--- src/rtl/multicycle_ctrl_if.sv ---
// Shared memory-port handshake between the multicycle sequencer and memory.
// The controller is the master: it raises mem_req and chooses the address source.
// Memory is the slave: it answers with mem_ready.
interface multicycle_ctrl_if;
  logic mem_req;
  logic mem_ready;
  logic mem_addr_sel;
  logic mem_write_en;

  modport master (
    output mem_req,
    output mem_addr_sel,
    output mem_write_en,
    input  mem_ready
  );

  modport slave (
    input  mem_req,
    input  mem_addr_sel,
    input  mem_write_en,
    output mem_ready
  );
endinterface

--- src/rtl/multicycle_ctrl.sv ---
// Multi-cycle MIPS control sequencer: FETCH/DECODE/EXECUTE/MEM/WRITEBACK/BRANCH/JUMP/ERROR.
// Handles R-type, lw, sw, beq and j over one shared memory port.
// The memory port has a wait-state watchdog; MEM_TIMEOUT = 0 disables it.
// Optional feature macro: MULTICYCLE_ILLEGAL_TRAP_EN.
//   When it is defined, an unsupported opcode sets a sticky illegal_instr flag and the FSM enters ERROR.
//   When it is undefined, an unsupported opcode retires as a NOP.
// Control outputs are decoded combinationally from the state and the latched opcode.
// The FETCH and MEM enables also depend on mem_ready.
// All control outputs are held low while reset is high.
module multicycle_ctrl #(
  parameter int unsigned MEM_TIMEOUT = 255,
  parameter int unsigned TO_W        = 8
) (
  input  logic                     clk,
  input  logic                     reset,
  multicycle_ctrl_if.master        mem,
  input  logic [5:0]               instrn_opcode,
  input  logic                     zero_out,
  output logic                     ir_write_en,
  output logic                     pc_write_en,
  output logic [1:0]               pc_src,
  output logic                     alu_src,
  output logic                     reg_dst,
  output logic                     mem_to_reg,
  output logic                     reg_write_en,
  output logic [2:0]               state_o,
  output logic [31:0]              instr_retired,
  output logic                     mem_error
`ifdef MULTICYCLE_ILLEGAL_TRAP_EN
  ,
  output logic                     illegal_instr
`endif
);

  localparam int unsigned OP_W  = 6;
  localparam int unsigned CNT_W = 32;

  localparam logic [OP_W-1:0] OP_RTYPE = 6'h00;
  localparam logic [OP_W-1:0] OP_LW    = 6'h23;
  localparam logic [OP_W-1:0] OP_SW    = 6'h2B;
  localparam logic [OP_W-1:0] OP_BEQ   = 6'h04;
  localparam logic [OP_W-1:0] OP_J     = 6'h02;

  localparam logic [1:0] PC_SRC_SEQ    = 2'd0;
  localparam logic [1:0] PC_SRC_BRANCH = 2'd1;
  localparam logic [1:0] PC_SRC_JUMP   = 2'd2;

  typedef enum logic [2:0] {
    S_FETCH     = 3'd0,
    S_DECODE    = 3'd1,
    S_EXECUTE   = 3'd2,
    S_MEM       = 3'd3,
    S_WRITEBACK = 3'd4,
    S_BRANCH    = 3'd5,
    S_JUMP      = 3'd6,
    S_ERROR     = 3'd7
  } state_e;

  state_e              state_q, state_d;
  logic [OP_W-1:0]     opcode_q, opcode_d;
  logic [TO_W-1:0]     wait_cnt_q, wait_cnt_d;
  logic [CNT_W-1:0]    retired_q, retired_d;
  logic                mem_error_q, mem_error_d;
`ifdef MULTICYCLE_ILLEGAL_TRAP_EN
  logic                illegal_q, illegal_d;
`endif

  // Raw (ungated) control decode
  logic                mem_req_c;
  logic                mem_addr_sel_c;
  logic                mem_write_en_c;
  logic                ir_write_en_c;
  logic                pc_write_en_c;
  logic [1:0]          pc_src_c;
  logic                alu_src_c;
  logic                reg_dst_c;
  logic                mem_to_reg_c;
  logic                reg_write_en_c;

  logic                retire_c;
  logic                wd_expire_c;
  logic                mem_wait_c;

  // Watchdog fires on the wait cycle whose increment would reach MEM_TIMEOUT.
  always_comb begin
    wd_expire_c = 1'b0;
    if (MEM_TIMEOUT != 0) begin
      wd_expire_c = (wait_cnt_q == TO_W'(MEM_TIMEOUT - 1));
    end
  end

  // Next-state, datapath enables and retire decode
  always_comb begin
    state_d        = state_q;
    opcode_d       = opcode_q;
    mem_error_d    = mem_error_q;
`ifdef MULTICYCLE_ILLEGAL_TRAP_EN
    illegal_d      = illegal_q;
`endif
    mem_req_c      = 1'b0;
    mem_addr_sel_c = 1'b0;
    mem_write_en_c = 1'b0;
    ir_write_en_c  = 1'b0;
    pc_write_en_c  = 1'b0;
    pc_src_c       = PC_SRC_SEQ;
    alu_src_c      = 1'b0;
    reg_dst_c      = 1'b0;
    mem_to_reg_c   = 1'b0;
    reg_write_en_c = 1'b0;
    retire_c       = 1'b0;
    mem_wait_c     = 1'b0;

    unique case (state_q)
      S_FETCH: begin
        mem_req_c = 1'b1;
        if (mem.mem_ready) begin
          ir_write_en_c = 1'b1;
          pc_write_en_c = 1'b1;
          state_d       = S_DECODE;
        end else if (wd_expire_c) begin
          mem_error_d = 1'b1;
          state_d     = S_ERROR;
        end else begin
          mem_wait_c = 1'b1;
        end
      end

      S_DECODE: begin
        opcode_d = instrn_opcode;
        if (instrn_opcode == OP_RTYPE || instrn_opcode == OP_LW || instrn_opcode == OP_SW) begin
          state_d = S_EXECUTE;
        end else if (instrn_opcode == OP_BEQ) begin
          state_d = S_BRANCH;
        end else if (instrn_opcode == OP_J) begin
          state_d = S_JUMP;
        end else begin
`ifdef MULTICYCLE_ILLEGAL_TRAP_EN
          illegal_d = 1'b1;
          state_d   = S_ERROR;
`else
          retire_c  = 1'b1;
          state_d   = S_FETCH;
`endif
        end
      end

      S_EXECUTE: begin
        alu_src_c = (opcode_q != OP_RTYPE);
        state_d   = (opcode_q == OP_RTYPE) ? S_WRITEBACK : S_MEM;
      end

      S_MEM: begin
        mem_req_c      = 1'b1;
        mem_addr_sel_c = 1'b1;
        alu_src_c      = 1'b1;
        mem_write_en_c = (opcode_q == OP_SW);
        if (mem.mem_ready) begin
          if (opcode_q == OP_SW) begin
            retire_c = 1'b1;
            state_d  = S_FETCH;
          end else begin
            state_d  = S_WRITEBACK;
          end
        end else if (wd_expire_c) begin
          mem_error_d = 1'b1;
          state_d     = S_ERROR;
        end else begin
          mem_wait_c = 1'b1;
        end
      end

      S_WRITEBACK: begin
        reg_write_en_c = 1'b1;
        reg_dst_c      = (opcode_q == OP_RTYPE);
        mem_to_reg_c   = (opcode_q == OP_LW);
        retire_c       = 1'b1;
        state_d        = S_FETCH;
      end

      S_BRANCH: begin
        pc_src_c      = PC_SRC_BRANCH;
        pc_write_en_c = zero_out;
        retire_c      = 1'b1;
        state_d       = S_FETCH;
      end

      S_JUMP: begin
        pc_src_c      = PC_SRC_JUMP;
        pc_write_en_c = 1'b1;
        retire_c      = 1'b1;
        state_d       = S_FETCH;
      end

      S_ERROR: begin
        state_d = S_ERROR;
      end

      default: begin
        state_d = S_ERROR;
      end
    endcase
  end

  // Wait counter restarts on every state change and counts stalled FETCH/MEM cycles
  always_comb begin
    wait_cnt_d = wait_cnt_q;
    if (state_d != state_q) begin
      wait_cnt_d = '0;
    end else if (mem_wait_c && (wait_cnt_q != '1)) begin
      wait_cnt_d = wait_cnt_q + TO_W'(1);
    end
  end

  // Retired-instruction counter, wraps naturally at 2^32
  always_comb begin
    retired_d = retired_q;
    if (retire_c) begin
      retired_d = retired_q + CNT_W'(1);
    end
  end

  // Sequencer state, opcode latch, counters and sticky flags
  always_ff @(posedge clk) begin
    if (reset) begin
      state_q     <= S_FETCH;
      opcode_q    <= '0;
      wait_cnt_q  <= '0;
      retired_q   <= '0;
      mem_error_q <= 1'b0;
`ifdef MULTICYCLE_ILLEGAL_TRAP_EN
      illegal_q   <= 1'b0;
`endif
    end else begin
      state_q     <= state_d;
      opcode_q    <= opcode_d;
      wait_cnt_q  <= wait_cnt_d;
      retired_q   <= retired_d;
      mem_error_q <= mem_error_d;
`ifdef MULTICYCLE_ILLEGAL_TRAP_EN
      illegal_q   <= illegal_d;
`endif
    end
  end

  // Hold every control output low while reset is high so no access or write leaks out
  always_comb begin
    mem.mem_req      = 1'b0;
    mem.mem_addr_sel = 1'b0;
    mem.mem_write_en = 1'b0;
    ir_write_en      = 1'b0;
    pc_write_en      = 1'b0;
    pc_src           = PC_SRC_SEQ;
    alu_src          = 1'b0;
    reg_dst          = 1'b0;
    mem_to_reg       = 1'b0;
    reg_write_en     = 1'b0;
    if (!reset) begin
      mem.mem_req      = mem_req_c;
      mem.mem_addr_sel = mem_addr_sel_c;
      mem.mem_write_en = mem_write_en_c;
      ir_write_en      = ir_write_en_c;
      pc_write_en      = pc_write_en_c;
      pc_src           = pc_src_c;
      alu_src          = alu_src_c;
      reg_dst          = reg_dst_c;
      mem_to_reg       = mem_to_reg_c;
      reg_write_en     = reg_write_en_c;
    end
  end

  assign state_o       = state_q;
  assign instr_retired = retired_q;
  assign mem_error     = mem_error_q;
`ifdef MULTICYCLE_ILLEGAL_TRAP_EN
  assign illegal_instr = illegal_q;
`endif

endmodule

--- src/flat_wrapper.sv ---
// flat-port wrapper written by rule: the top's interface ports become plain ports
module multicycle_ctrl_flat 
#(
  parameter int unsigned MEM_TIMEOUT = 255,
  parameter int unsigned TO_W        = 8
)
  (clk, reset, instrn_opcode, zero_out, ir_write_en, pc_write_en, pc_src, alu_src, reg_dst, mem_to_reg, reg_write_en, state_o, instr_retired, mem_error, mem_mem_req, mem_mem_addr_sel, mem_mem_write_en, mem_mem_ready);
  multicycle_ctrl_if mem_i ();
  input  logic clk;
  input  logic reset;
  input  logic [5:0] instrn_opcode;
  input  logic zero_out;
  output logic ir_write_en;
  output logic pc_write_en;
  output logic [1:0] pc_src;
  output logic alu_src;
  output logic reg_dst;
  output logic mem_to_reg;
  output logic reg_write_en;
  output logic [2:0] state_o;
  output logic [31:0] instr_retired;
  output logic mem_error;
  output wire logic [$bits(mem_i.mem_req)-1:0] mem_mem_req;
  output wire logic [$bits(mem_i.mem_addr_sel)-1:0] mem_mem_addr_sel;
  output wire logic [$bits(mem_i.mem_write_en)-1:0] mem_mem_write_en;
  input wire logic [$bits(mem_i.mem_ready)-1:0] mem_mem_ready;
  assign mem_mem_req = mem_i.mem_req;
  assign mem_mem_addr_sel = mem_i.mem_addr_sel;
  assign mem_mem_write_en = mem_i.mem_write_en;
  assign mem_i.mem_ready = mem_mem_ready;
  multicycle_ctrl #(.MEM_TIMEOUT(MEM_TIMEOUT), .TO_W(TO_W)) u_core (.clk(clk), .reset(reset), .mem(mem_i), .instrn_opcode(instrn_opcode), .zero_out(zero_out), .ir_write_en(ir_write_en), .pc_write_en(pc_write_en), .pc_src(pc_src), .alu_src(alu_src), .reg_dst(reg_dst), .mem_to_reg(mem_to_reg), .reg_write_en(reg_write_en), .state_o(state_o), .instr_retired(instr_retired), .mem_error(mem_error));
endmodule
--- config.mk ---
export PLATFORM = sky130hd
export DESIGN_NAME = multicycle_ctrl_flat
export DESIGN_NICKNAME = d
export VERILOG_FILES = /design/src/rtl/multicycle_ctrl_if.sv /design/src/rtl/multicycle_ctrl.sv /design/src/flat_wrapper.sv
export SDC_FILE = /design/constraint.sdc
export NUM_CORES = 1
export LEC_CHECK = 0
export CELL_PAD_IN_SITES_DETAIL_PLACEMENT = 0
export CELL_PAD_IN_SITES_GLOBAL_PLACEMENT = 2
export CORE_MARGIN = 2
export CORE_UTILIZATION = 30
export CTS_CLUSTER_SIZE = 40
export DETAILED_ROUTE_END_ITERATION = 10
export PLACE_DENSITY = 0.86
export REMOVE_ABC_BUFFERS = 1
export SLEW_MARGIN = 30
export SYNTH_ARGS = -nofsm -noshare
export SYNTH_HDL_FRONTEND = slang
export SYNTH_SLANG_ARGS = --single-unit
--- constraint.sdc ---
create_clock -name clk -period 2.8 [get_ports clk]
set_input_delay 0.56 -clock clk [delete_from_list [all_inputs] [get_ports clk]]
set_output_delay 0.56 -clock clk [all_outputs]
set_load 0.1 [all_outputs]
---- After elaboration in Yosys (flattened, before gate mapping) ----
Index checks and enable logic that the tools add are counted.
storage, ports and cells
  flip-flop bits (word level) ............. 50
  input port bits ......................... 10
  output and inout port bits .............. 47
operators by class
  add/subtract/negate cells ............... 2
  equality and inequality tests ........... 16
  muxes and demuxes ....................... 39
  bitwise operators ....................... 1
  reduce and logical (&&, ||, !) cells .... 11
operators by type and width
  operator                 count
  $add A32 B1 Y32 const B  1
  $mux W1                  25
  $eq A6 B6 Y1 const B     4
  $mux W3                  8
  $pmux W3 S6              1
  $eq A3 B3 Y1 const B     4
  $logic_not A6 Y1         2
  $add A8 B1 Y8 const B    1
  $eq A8 B8 Y1 const B     1
  $ne A8 B8 Y1 const B     1
  $eq A3 B2 Y1 const B     2
  $eq A6 B2 Y1 const B     1
  $eq A6 B3 Y1 const B     1
  $pmux W1 S3              2
  $reduce_bool A6 Y1       1
  $pmux W2 S2              1
  $reduce_or A2 Y1         2
  $eq A3 B1 Y1 const B     1
  $logic_not A3 Y1         1
  $ne A3 B3 Y1             1
  $reduce_and A3 Y1        1
  $reduce_or A3 Y1         1
  $logic_or A1 B1 Y1       2
  $mux W2                  1
  other kinds (3)          3

---- Depth between registers and ports, before layout ----
  depth in word-level cells ............... 7
  gate-level depth with buffers ........... 7

---- Worst setup path before layout ----
No wires, ideal clock.
  kind .................................... register -> output
  start ................................... register u_core.state_q[1], in the netlist u_core.state_o[1]
  end ..................................... output port mem_mem_write_en
  data arrival time ....................... 5301 ps
  data required time ...................... 2240 ps
  slack ................................... -3061 ps
  stages on the path, launching flop included .. 6
  buffers on the path ..................... 2
  cell sequence ........................... dfxtp_1 > clkbuf_1 > clkbuf_1 > nand2_1 > nor3_1 > nor2b_1
between the ends
  longest elaborated chain between the ends .. 3
RTL lines
  item                    RTL line                text
  start, declared         multicycle_ctrl.sv:59   state_e state_q, state_d;
  start signal, assigned  multicycle_ctrl.sv:234  state_q <= state_d;
  $eq A3 B2 Y1            multicycle_ctrl.sv:113  unique case (state_q)
  $mux W1                 multicycle_ctrl.sv:113
  $mux W1                 multicycle_ctrl.sv:257  if (!reset) begin
  end, declared           flat_wrapper.sv:25      output wire logic [$bits(mem_i.mem_write_en)-1:0] mem_mem_write_en;
No other way between the ends.

---- Worst setup path in the final report ----
  start ................................... input port reset
  end ..................................... output port reg_dst
between the ends
  longest elaborated chain between the ends .. 1
RTL lines
  item             RTL line                text
  start, declared  flat_wrapper.sv:10      input logic reset;
  $mux W1          multicycle_ctrl.sv:257
  end, declared    flat_wrapper.sv:17      output logic reg_dst;
No other way between the ends.

==> metrics.cfg <==
[run_status]
status = completed

[drt]
final_antenna_net_count = 0
via_per_inst = 5.31
wire_per_inst_um = 14.5
wl_um = 7590
drc = 0
drtIter0Drc = 97
drt-pass1-iter-count = 4
vias = 2774

[layout]
final_cell_mix = buf_4 (55), dfxtp_1 (50), a21oi_1 (33)
final_common_cell = buf_4
antenna_cells = 0
nFillCells = 947
drive_gt1_share_pct = 20.7
area_growth_pct = 32.5
num-nets-final = 424

[sta]
fin_tns_setup_ps = 0
min_period_over_period_pct = 93.0
slew_headroom_pct = 44.2
hold_violations = 0
skew_ps = 2.42
whs_ps = 483
setup_viol = 0
rsz0062_at_grt = false
final_max_slew_viol_count = 0
min_period_ps = 2600
max_freq_mhz = 384
tightestPinTransition_ps = 824

[die]
core-area_sq_um = 9110
pin_count = 57
fp.dieH_um = 100
initial_utilization_pct = 30.4
rows = 35
fp.dieW_um = 100
fp.dieArea_sq_um = 10000

[power_and_ir_drop]
p_total_w = 0.00154
powerDensity_nw_per_um2 = 420
peakVddDrop_mv = 0.220
p_leak_nw = 1.25

[critical_path]
crit_type = in -> out
critical_path.top_delay_family = buffers and inverters
crit_top_cell = buf_12
crit_chain = clkdlybuf4s50_1 > buf_12 > nor3_1 > and3_1 > buf_12
cp_data_arrival_time_ps = 2040
path_max_fanout = 18
critical-path-max-stage-delay_ps = 450
regToRegSetupSlack_ps = 470
cp_slowest_cell = clkdlybuf4s50_1
cp-end-kind = primary output
path_buf_inv = 3
cp_data_required_time_ps = 2240
start_kind = input port

[clocking]
cts_max_path_buffers = 2
cts_resized = 0
cts-root-buf = clkbuf_8
clock-sinks = 50
cts_tree = done
cts_max_level = 2
clk-insertion-delay-late_ps = 300
clkTransAtPathRegs_ps = 90
holdBufCountCts = 0
postCtsSetupRepairBufs = 0
cts_buffers = 5

[synthesis]
synth_edf_count = 0
ys_ff_latch = 50
synth_area_sq_um = 2770
synth-async-reset-ratio_pct = 0
synth_seq_area_share_pct = 36.1
synth.top_cell.area_share_pct = 36.1
synth_top_family_by_area = simple AND/OR/NAND/NOR gates
yosysWarnings = 0
yosys.area_share.adder_pct = 1.35
synth_area_leaders = dfxtp_1 (36%), a21oi_1 (6.0%), xnor2_1 (4.4%), nand3_1 (4.3%), nor3_1 (4.2%)
muxShareOfSynthArea_pct = 0.361
synth_ff_type = dfxtp_1
yosys.area_share.simple_pct = 32.6
yosysTopAreaCell = dfxtp_1
synth_compound_area_share_pct = 19.4
syn_avg_cell_area_sq_um = 8.01
synthCells = 346
synth_cell_type_count = 52
synth_xor_area_share_pct = 5.37

[global_route]
antenna_found_initial = 0
grt_start_max_net_pins = 36
grt_use_total_pct = 15.4
grt_overflow = 0
grt_pass1_wl_um = 12600
grt_pass1_vias = 2554

[job]
drv_cap = 0

[place]
routabilityCongestion = 0.781
numPortBuffers = 56
dp_hpwl_um = 5590

[min_path]
hold_path_class = reg -> reg

-- flip-flops by register name (all words and copies together) (netlist names) --
signal / count
u_core.opcode_q: 6
u_core.mem_error: 1
u_core.instr_retired: 32
u_core.wait_cnt_q: 8
u_core.state_o: 3
-- metal layers --
metal  track usage [%]  vias to the layer above  wire (um)
met5                 0                        -          0
met4              3.37                        0         57
met3              2.92                        4        295
met2              25.6                       49       3680
met1              20.8                     1314       3560
li1                  -                     1407          -
-- worst reg2reg max path, delay by kind of cell (launching register included) --
family	cells	cell delay, ps
AOI/OAI and AO/OA	1	150
DFF	1	530
and+or+nand+nor	4	1590
-- path summary, 6_finish.rpt --
check / from / endpoint / depth (start not counted)
worst max-delay path: reset / reg_dst / 5
worst min-delay path: u_core.opcode_q[1] / u_core.opcode_q[1] / 2
worst max register to register: u_core.instr_retired[7] / u_core.instr_retired[29] / 5
worst min register to register: u_core.opcode_q[1] / u_core.opcode_q[1] / 2
-- cell type report --
type | instances | area, sq um | share of cell area (%)
Multi-Input combinational cell | 268 | 1640 | 44.6
Sequential cell | 50 | 1000 | 27.3
Timing Repair Buffer | 76 | 743 | 20.2
Tap cell | 111 | 139 | 3.78
Clock buffer | 6 | 82.6 | 2.25
Inverter | 10 | 37.5 | 1.02
Clock inverter | 1 | 30.0 | 0.818
-- cells by family (layout without fill, tap and decap cells) --
family	after synthesis	in the layout
AOI/OAI and AO/OA	82	82
buffers and inverters	28	93
adders and majority gates	3	3
and+or+nand+nor	165	165
DFF	50	50
muxes	1	1
xor gates and xnor gates	17	17
-- Yosys cell counts, types with 2 or more instances --
cell       instances
dfxtp_1           50
a21oi_1           33
nand2_1           27
nand3_1           24
nor3_1            23
nor2_1            21
o21ai_0           19
or3_1             15
xnor2_1           14
clkbuf_1          11
inv_1             10
nand4_1            9
nor4_1             6
or4_1              6
a211oi_1           5
and2_1             5
and3_1             5
nand2b_1           4
nor2b_1            4
o31ai_1            4
and4_1             3
buf_2              3
ha_1               3
or2_2              3
xor2_1             3
a2111oi_2          2
a21o_1             2
a311oi_1           2
a31oi_1            2
buf_4              2
buf_6              2
nand3b_1           2
nand4b_1           2
nor3b_1            2
-- power by group --
part	switching (W)	leakage (nW)	total, W	internal, W
Clock	0.000246	0.0573	0.000532	0.000286
Combinational	0.000175	0.793	0.000266	0.0000915
Sequential	0.0000209	0.404	0.000744	0.000723
Total	0.000442	1.25	0.00154	0.00110
-- per-stage QoR --
step	instance area (sq um)	utilization (%)	setup WS [ps]	cells
2_1_floorplan	2680	-	-2840	328
3_3_place_gp	3560	39.1	215	515
3_5_place_dp	3560	39.1	158	515
4_1_cts	3670	40.3	175	522
5_1_grt	3670	40.3	38.4	522
6_report	3670	40.3	196	522
Power figures use the tool's default switching activity.
